<file path="config.mk">
export PLATFORM = sky130hd
export DESIGN_NAME = sl_bus_arbiter
export DESIGN_NICKNAME = d
export VERILOG_FILES = /design/src/rtl/sl_bus_arbiter_pkg.sv /design/src/rtl/sl_bus_arbiter_rr_select.sv /design/src/rtl/sl_bus_arbiter.sv
export SDC_FILE = /design/constraint.sdc
export NUM_CORES = 1
export LEC_CHECK = 0
export ABC_CLOCK_PERIOD_IN_PS = 3200
export CAP_MARGIN = 20
export CORE_MARGIN = 4
export CORE_UTILIZATION = 35
export CTS_CLUSTER_SIZE = 30
export DETAILED_ROUTE_END_ITERATION = 12
export PLACE_DENSITY_LB_ADDON = 0.05
export SYNTH_ARGS = -nofsm -noshare
export SYNTH_HDL_FRONTEND = slang
export SYNTH_HIERARCHICAL = 1
export SYNTH_SLANG_ARGS = --single-unit
</file>
<file path="constraint.sdc">
create_clock -name clk -period 3.2 [get_ports clk]
set_input_delay 0.32 -clock clk [delete_from_list [all_inputs] [get_ports clk]]
set_output_delay 0.32 -clock clk [all_outputs]
set_load 0.01 [all_outputs]
</file>
<file path="src/rtl/sl_bus_arbiter_pkg.sv">
// rtl/sl_bus_arbiter_pkg.sv - shared state encoding, slave bus layout and port helpers
package sl_bus_arbiter_pkg;

  typedef enum logic [2:0] {
    ST_IDLE    = 3'd0,
    ST_SETTLE  = 3'd1,
    ST_ADDR    = 3'd2,
    ST_CAPTURE = 3'd3,
    ST_PRESENT = 3'd4,
    ST_RELEASE = 3'd5
  } state_t;

  localparam int EOF_BIT = 8;
  localparam int ADDR_W  = 9;
  localparam int SRC_W   = 3;

  function automatic logic [SRC_W-1:0] next_port(input logic [SRC_W-1:0] idx, input int num_ports);
    return (int'(idx) == num_ports - 1) ? '0 : idx + 1'b1;
  endfunction

endpackage

</file>
<file path="src/rtl/sl_bus_arbiter_rr_select.sv">
// rtl/sl_bus_arbiter_rr_select.sv - round-robin selector: first request at or after start
module rr_select
  import sl_bus_arbiter_pkg::*;
#(
  parameter int NUM_PORTS = 4
) (
  input  logic [NUM_PORTS-1:0] req,
  input  logic [SRC_W-1:0]     start,
  output logic [NUM_PORTS-1:0] grant,
  output logic [SRC_W-1:0]     idx,
  output logic                 found
);

  logic [2*NUM_PORTS-1:0] doubled;
  logic [NUM_PORTS-1:0]   rotated;
  logic [SRC_W:0]         offset;
  logic [SRC_W:0]         sum;

  // rotated[k] is the request of port (start + k) mod NUM_PORTS
  always_comb begin
    doubled = {req, req} >> start;
    rotated = doubled[NUM_PORTS-1:0];
    found   = 1'b0;
    offset  = '0;
    for (int k = NUM_PORTS - 1; k >= 0; k--) begin
      if (rotated[k]) begin
        found  = 1'b1;
        offset = (SRC_W+1)'(k);
      end
    end
    sum   = {1'b0, start} + offset;
    if (int'(sum) >= NUM_PORTS) begin
      sum = sum - (SRC_W+1)'(NUM_PORTS);
    end
    idx   = sum[SRC_W-1:0];
    grant = found ? ({{(NUM_PORTS-1){1'b0}}, 1'b1} << idx) : '0;
  end

endmodule

</file>
<file path="src/rtl/sl_bus_arbiter.sv">
// rtl/sl_bus_arbiter.sv - round-robin slave-bus frame reader feeding a ready/valid byte stream
module sl_bus_arbiter
  import sl_bus_arbiter_pkg::*;
#(
  parameter int NUM_PORTS = 4,
  parameter int MAX_WORDS = 511
) (
  input  logic                 clk,
  input  logic                 rst,
  input  logic [NUM_PORTS-1:0] sl_arb_request,
  output logic [NUM_PORTS-1:0] sl_arb_grant,
  output logic [ADDR_W-1:0]    sl_addr,
  input  logic [8:0]           sl_data,
  output logic                 sl_latch_tail,
  output logic [7:0]           out_data,
  output logic [SRC_W-1:0]     out_src,
  output logic                 out_valid,
  output logic                 out_last,
  output logic                 out_err,
  input  logic                 out_ready
);

  localparam logic [ADDR_W-1:0] LAST_ADDR = ADDR_W'(MAX_WORDS - 1);
  localparam logic [ADDR_W-1:0] MAX_ADDR  = ADDR_W'(MAX_WORDS);

  state_t                 state_q, state_d;
  logic [NUM_PORTS-1:0]   grant_q, grant_d;
  logic [ADDR_W-1:0]      addr_q, addr_d;
  logic                   latch_q, latch_d;
  logic [7:0]             data_q, data_d;
  logic [SRC_W-1:0]       src_q, src_d;
  logic                   valid_q, valid_d;
  logic                   last_q, last_d;
  logic                   err_q, err_d;
  logic                   abort_q, abort_d;
  logic [SRC_W-1:0]       ptr_q, ptr_d;

  logic [NUM_PORTS-1:0]   pick_grant;
  logic [SRC_W-1:0]       pick_idx;
  logic                   pick_found;
  logic                   req_live;
  logic                   transfer;
  logic                   emit_term;
  logic                   term_err;
  logic                   term_abort;

  rr_select #(.NUM_PORTS(NUM_PORTS)) u_rr_select (
    .req   (sl_arb_request),
    .start (ptr_q),
    .grant (pick_grant),
    .idx   (pick_idx),
    .found (pick_found)
  );

  assign req_live = |(sl_arb_request & grant_q);
  assign transfer = valid_q & out_ready;

  always_ff @(posedge clk or negedge rst) begin
    if (!rst) begin
      state_q <= ST_IDLE;
      grant_q <= '0;
      addr_q  <= '0;
      latch_q <= 1'b0;
      data_q  <= '0;
      src_q   <= '0;
      valid_q <= 1'b0;
      last_q  <= 1'b0;
      err_q   <= 1'b0;
      abort_q <= 1'b0;
      ptr_q   <= '0;
    end else begin
      state_q <= state_d;
      grant_q <= grant_d;
      addr_q  <= addr_d;
      latch_q <= latch_d;
      data_q  <= data_d;
      src_q   <= src_d;
      valid_q <= valid_d;
      last_q  <= last_d;
      err_q   <= err_d;
      abort_q <= abort_d;
      ptr_q   <= ptr_d;
    end
  end

  always_comb begin
    state_d    = state_q;
    grant_d    = grant_q;
    addr_d     = addr_q;
    latch_d    = 1'b0;
    data_d     = data_q;
    src_d      = src_q;
    valid_d    = valid_q;
    last_d     = last_q;
    err_d      = err_q;
    abort_d    = abort_q;
    ptr_d      = ptr_q;
    emit_term  = 1'b0;
    term_err   = 1'b0;
    term_abort = 1'b0;

    case (state_q)
      ST_IDLE: begin
        if (pick_found) begin
          grant_d = pick_grant;
          src_d   = pick_idx;
          ptr_d   = next_port(pick_idx, NUM_PORTS);
          addr_d  = '0;
          state_d = ST_SETTLE;
        end
      end
      ST_SETTLE, ST_ADDR: begin
        if (!req_live) begin
          emit_term  = 1'b1;
          term_err   = 1'b1;
          term_abort = 1'b1;
        end else begin
          state_d = (state_q == ST_SETTLE) ? ST_ADDR : ST_CAPTURE;
        end
      end
      ST_CAPTURE: begin
        if (!req_live) begin
          emit_term  = 1'b1;
          term_err   = 1'b1;
          term_abort = 1'b1;
        end else if (sl_data[EOF_BIT]) begin
          emit_term = 1'b1;
        end else begin
          valid_d = 1'b1;
          data_d  = sl_data[7:0];
          last_d  = 1'b0;
          err_d   = 1'b0;
          state_d = ST_PRESENT;
        end
      end
      ST_PRESENT: begin
        if (transfer) begin
          valid_d = 1'b0;
          if (!req_live) begin
            emit_term  = 1'b1;
            term_err   = 1'b1;
            term_abort = 1'b1;
          end else if (addr_q == LAST_ADDR) begin
            addr_d    = MAX_ADDR;
            emit_term = 1'b1;
            term_err  = 1'b1;
          end else begin
            addr_d  = addr_q + 1'b1;
            state_d = ST_ADDR;
          end
        end
      end
      ST_RELEASE: begin
        // An aborted frame is never latched: the slave keeps it for a retry
        if (latch_q) begin
          grant_d = '0;
          state_d = ST_IDLE;
        end else if (transfer) begin
          valid_d = 1'b0;
          if (abort_q) begin
            grant_d = '0;
            state_d = ST_IDLE;
          end else begin
            latch_d = 1'b1;
          end
        end
      end
      default: state_d = ST_IDLE;
    endcase

    if (emit_term) begin
      valid_d = 1'b1;
      data_d  = '0;
      last_d  = 1'b1;
      err_d   = term_err;
      abort_d = term_abort;
      state_d = ST_RELEASE;
    end
  end

  assign sl_arb_grant  = grant_q;
  assign sl_addr       = addr_q;
  assign sl_latch_tail = latch_q;
  assign out_data      = data_q;
  assign out_src       = src_q;
  assign out_valid     = valid_q;
  assign out_last      = last_q;
  assign out_err       = err_q;

endmodule
</file>
# Word level (Yosys, flattened, before mapping)
# Index checks and enable logic that the tools add are counted.
[word_totals] inputBits=16 reg_bits=35 output_inout_bits=28
[op_classes] n_lt_le_gt_ge=1 n_reduce_logical=15 bitwise_logic=2 n_shift=2 addsub=4 n_eq_ne=23 n_mux=62
[op_table] cell="two-way mux 3 bit" n=13
[op_table] cell="two-way mux 9 bit" n=4
[op_table] cell="two-way mux 8 bit" n=4
[op_table] cell="!= test 3 bit (second input constant)" n=10
[op_table] cell="two-way mux 1 bit" n=26
[op_table] cell="one-hot mux 9 bit (2 select lines)" n=1
[op_table] cell="two-way mux 4 bit" n=4
[op_table] cell="one-hot mux 3 bit (5 select lines)" n=1
[op_table] cell="AND reduction 4 bit" n=3
[op_table] cell="adder 9 x 1 -> 9 bit (second input constant)" n=1
[op_table] cell="== test 3 bit (second input constant)" n=3
[op_table] cell="== test 9 bit (second input constant)" n=1
[op_table] cell="AND reduction 9 bit" n=1
[op_table] cell="two-way mux 2 bit" n=4
[op_table] cell="!= test 4 bit (second input constant)" n=2
[op_table] cell="one-hot mux 4 bit (2 select lines)" n=1
[op_table] cell="nonzero test 2 bit" n=4
[op_table] cell=">> shifter 8 x 3 -> 4 bit" n=1
[op_table] cell="== test 3 x 2 -> 1 bit (second input constant)" n=2
[op_table] cell="!= test 2 bit (second input constant)" n=3
[op_table] cell="one-hot mux 1 bit (3 select lines)" n=2
[op_table] cell="adder 3 x 2 -> 4 bit" n=1
[op_table] cell="AND 4 bit" n=1
[op_table] cell="greater-or-equal comparator 4 x 3 -> 1 bit (second input constant)" n=1
[op_table] cell="other kinds (14)" n=15

# Logic depth before layout (Yosys ltp)
[depth] ltp_word=11 depth_mapped=13

# Hierarchy
# Netlist, hierarchy kept.
[by_module_without_submodules] mod="sl_bus_arbiter" seq_area_each_um2=875.8 n_inst=1 cells_per_inst=195 area_each_um2=1884.3
[by_module_without_submodules] mod="rr_select" seq_area_each_um2=0.0 n_inst=1 cells_per_inst=40 area_each_um2=294.0

# Worst setup path after synthesis
# No wires, ideal clock.
[synth_path] path_type="flip-flop to flip-flop" start="register ptr_q[0]" end="register addr_q[0] (netlist: sl_addr[0])" t_arrival_ns=2.354 slack_ns=0.721 path_buffers=2 setup_time_ns=0.125 period_less_slack_ns=2.479 stages_incl_launch_ff=11 path_cell_list="dfrtp_1 -> buf_6 -> nand2b_4 -> a22o_1 -> a21o_2 -> nand2_1 -> or4b_1 -> o21ai_4 -> and2_1 -> buf_6 -> mux2_4"
[synth_via] elab_chain_len=7
[synth_lines] item="start: declaration" line="sl_bus_arbiter.sv:36" rtl="logic [SRC_W-1:0] ptr_q, ptr_d;"
[synth_lines] item="start signal: assignment" line="sl_bus_arbiter.sv:82" rtl="ptr_q <= ptr_d;"
[synth_lines] item=">> shifter 8 x 3 -> 4 bit (*)" line="sl_bus_arbiter_rr_select.sv:21" rtl="doubled = {req, req} >> start;"
[synth_lines] item="two-way mux 1 bit (3 in a row)" line="sl_bus_arbiter_rr_select.sv:26" rtl="if (rotated[k]) begin"
[synth_lines] item="two-way mux 1 bit (*)" line="sl_bus_arbiter_rr_select.sv:26"
[synth_lines] item="net pick_found" line="sl_bus_arbiter.sv:40" rtl="logic pick_found;"
[synth_lines] item="!= test 2 bit (no source line) (*)"
[synth_lines] item="AND reduction 4 bit (no source line) (*)"
[synth_lines] item="end signal: assignment" line="sl_bus_arbiter.sv:74" rtl="addr_q <= addr_d;"
[synth_lines] item="end: declaration" line="sl_bus_arbiter.sv:28" rtl="logic [ADDR_W-1:0] addr_q, addr_d;"
# The timed path passes the listed nets; every way through them passes the cells marked *.
# A chain may end at the register's enable or synchronous reset.

# Final worst setup path
[layout_path] start="input port sl_arb_request[2]" end="register addr_q[1] (netlist: sl_addr[1])"
[layout_via] elab_chain_len=7 word_cells_on_any_way=10
[layout_lines] item="start: declaration" line="sl_bus_arbiter.sv:10" rtl="input logic [NUM_PORTS-1:0] sl_arb_request,"
[layout_lines] item=">> shifter 8 x 3 -> 4 bit (*)" line="sl_bus_arbiter_rr_select.sv:21"
[layout_lines] item="two-way mux 1 bit (3 in a row)" line="sl_bus_arbiter_rr_select.sv:26"
[layout_lines] item="two-way mux 1 bit (*)" line="sl_bus_arbiter_rr_select.sv:26"
[layout_lines] item="net pick_found" line="sl_bus_arbiter.sv:40"
[layout_lines] item="!= test 2 bit (no source line) (*)"
[layout_lines] item="AND reduction 4 bit (no source line) (*)"
# Marked as above.

==> results.cfg <==
[synth]
synth_ff_type = dfrtp_1
syn_area_per_cell_um2 = 9.27
synth.most_common_cell = dfrtp_1
synth_common_cells = dfrtp_1 (35), nand2_1 (33), nor2_1 (24)
ys_seq_area_share_pct = 40.2
synth_area_mm2 = 0.00218
ys_ff_latch = 35
synth_edf_count = 0
yosysWarnings = 6
ys_top_cells_by_area = dfrtp_1 (40%), nand2_1 (5.7%), mux2i_1 (4.1%)
syn_inst = 235
synth_top_area_share_pct = 40.2
yosysTopAreaCell = dfrtp_1
async_reset_ff_share_pct = 100
syn_nets = 257
synth_cell_type_count = 58

[worst_setup_path]
timing.critical_path.slowest_stage_cell = clkdlybuf4s50_1
path_cells = clkdlybuf4s50_1 -> nand2b_4 -> a22o_1 -> a21o_2 -> nand2_1 -> or4b_1 -> o21ai_4 -> and2_1 -> mux2_4
critPathKind = input port to flop
cp.arrival_ns = 2.91
max_stage_delay_ns = 0.69
critPathLaunchType = input port
cp-end-kind = flop
critPathRequiredTime_ns = 3.37
crit_fanout = 10

[cts]
holdBufCountCts = 0
cts_resized = 0
cts_buffers = 5
cts_tree = done
cts.htree.levels = 2
clk_pin_slew_ns = 0.07
cts.sinks = 35
clkLatencyLatePin_ns = 0.29
cts_root_buffer = clkbuf_8
cts_setup_buffers = 0
clockBufferDepth = 2

[timing]
finalCritPeriodShare_pct = 85.7
setup_violations = 0
max_freq_mhz = 365
maxSlewViolCount = 0
fin_crit_ns = 2.74
hold_viol = 0
rsz0062_at_grt = no
slew_headroom_pct = 45.2
tightestPinTransition_ns = 0.822
skew_ns = 0.00711
setup_tns_ns = 0
holdWs_ns = 0.131

[pwr]
leakage_nw = 1.17
vdd_drop_max_mv = 0.259
p_clk_share_pct = 15.3
intPower_mw = 1.19
swShare_pct = 42.4
pwr-share-seq_pct = 33.9
p_switching_mw = 0.878
pwr-share-comb_pct = 50.8
p_per_area_mw_per_mm2 = 757

[detailed_routing]
drt-pass1-iter-count = 5
vias = 1937
drt_iter0_markers = 103
drt-vias-per-instance = 5.49
ant_nets = 0
routed_wl_um = 5420
drc = 0
wire_per_inst_um = 15.3

[floorplanning]
fp.dieW_um = 86.9
ios = 44
die_h_um = 86.9
fp.coreArea_mm2 = 0.00599
start_util_pct = 36.4
num_rows = 28
die-area_mm2 = 0.00755

[global_routing]
antenna_found_initial = 0
grt_pass1_wl_um = 9540
grt_usage_pct = 15.8
overflow = 0
grt_pass1_vias = 1942
grt_max_degree = 36

[final_layout]
drive_gt1_share_pct = 10.4
n_fill_cell = 591
area_growth_pct = 25.7
nNetsFinal = 299
fin_cells = 353
fin_util_pct = 45.7
antenna_cells = 0

[placed_design]
place_congestion = 0.836
place_hpwl_um = 3870
place_inst = 345
port_buffers = 43

[worst_hold_path]
hold_class = input port to async pin

[status]
status = finished clean

[run]
cap_violations = 0
final cells by class:
cell class	count	area, um2	area share (%)
Tap cell	75	93.8	3.43
Inverter	6	22.5	0.822
Clock inverter	3	15.0	0.548
Timing Repair Buffer	48	463	16.9
Sequential cell	35	876	32.0
Clock buffer	5	68.8	2.51
Multi-Input combinational cell	181	1200	43.8
layer usage:
metal,track usage (%),vias up,wire [um]
met5,0,-,0
met4,5.24,0,63
met3,5.20,6,421
met2,22.6,61,2240
met1,22.3,916,2690
li1,-,954,-
flip-flops by register name, indices dropped and copies added, names as in the netlist:
signal,cells
sl_addr,9
out_data,8
sl_arb_grant,4
out_src,3
ptr_q,3
state_q,3
abort_q,1
out_err,1
out_last,1
out_valid,1
sl_latch_tail,1
worst paths after layout:
check | cells past startpoint | to | slack (ns) | from
worst max-delay path | 9 | sl_addr[1] | 0.46 | sl_arb_request[2]
worst min-delay path | 1 | sl_addr[7] | 0.13 | rst
worst max register to register | 8 | sl_addr[1] | 0.55 | ptr_q[0]
worst min register to register | 1 | out_last | 0.48 | out_last
max in group asynchronous | 1 | out_src[2] | 2.55 | rst
min in group clk | 1 | out_last | 0.48 | out_last
critical path: cells and delay by family:
family	cells	cell delay, ns
AND/OR/NAND/NOR	4	0.97
buffers and inverters	1	0.69
AO/OA/AOI/OAI	3	0.61
multiplexers	1	0.32
power by group through the flow:
stage               Combinational (mW)  Clock (mW)  Sequential [mW]
global placement                  1.07           0            0.717
finish                            1.05       0.317            0.703
floorplan                        0.807           0            0.656
CTS                               1.07       0.333            0.703
global route                      1.19       0.355            0.728
detailed placement                1.07           0            0.710
cell usage in the layout (no fill, tap or decap), types with 3 or more instances in the layout:
cell type | Yosys | layout
a21oi_1 | 10 | 10
a221o_1 | 3 | 3
a22oi_1 | 3 | 3
a31oi_1 | 7 | 7
and2_1 | 3 | 3
and4_1 | 3 | 3
buf_4 | 2 | 5
clkbuf_8 | 0 | 5
clkdlybuf4s50_1 | 0 | 42
clkinv_2 | 0 | 3
dfrtp_1 | 35 | 35
ha_1 | 5 | 5
inv_1 | 6 | 6
mux2i_1 | 9 | 9
nand2_1 | 33 | 33
nand3_1 | 8 | 8
nand4_1 | 5 | 5
nor2_1 | 24 | 24
nor2b_1 | 3 | 3
nor3_1 | 4 | 4
o21ai_0 | 10 | 10
through the flow:
step | power, mW | setup slack (ns) | instance area [um2]
2_1_floorplan | 1.46 | 0.721 | 2180
3_3_place_gp | 1.79 | 0.184 | 2660
3_5_place_dp | 1.78 | 0.151 | 2660
4_1_cts | 2.11 | 0.448 | 2740
5_1_grt | 2.27 | 0.347 | 2740
6_report | 2.07 | 0.457 | 2740
logic make-up after synthesis:
| family | count (synthesis) | share of synthesized area, % |
|---|---|---|
| adders and majority gates | 6 | 3.79 |
| AOI/OAI and AO/OA | 63 | 21.0 |
| muxes | 12 | 6.03 |
| DFF | 35 | 40.2 |
| xor gates and xnor gates | 1 | 0.402 |
| and+or+nand+nor | 99 | 23.6 |
| buffers and inverters | 19 | 4.94 |
No activity file was read; power rests on OpenSTA's default activity.
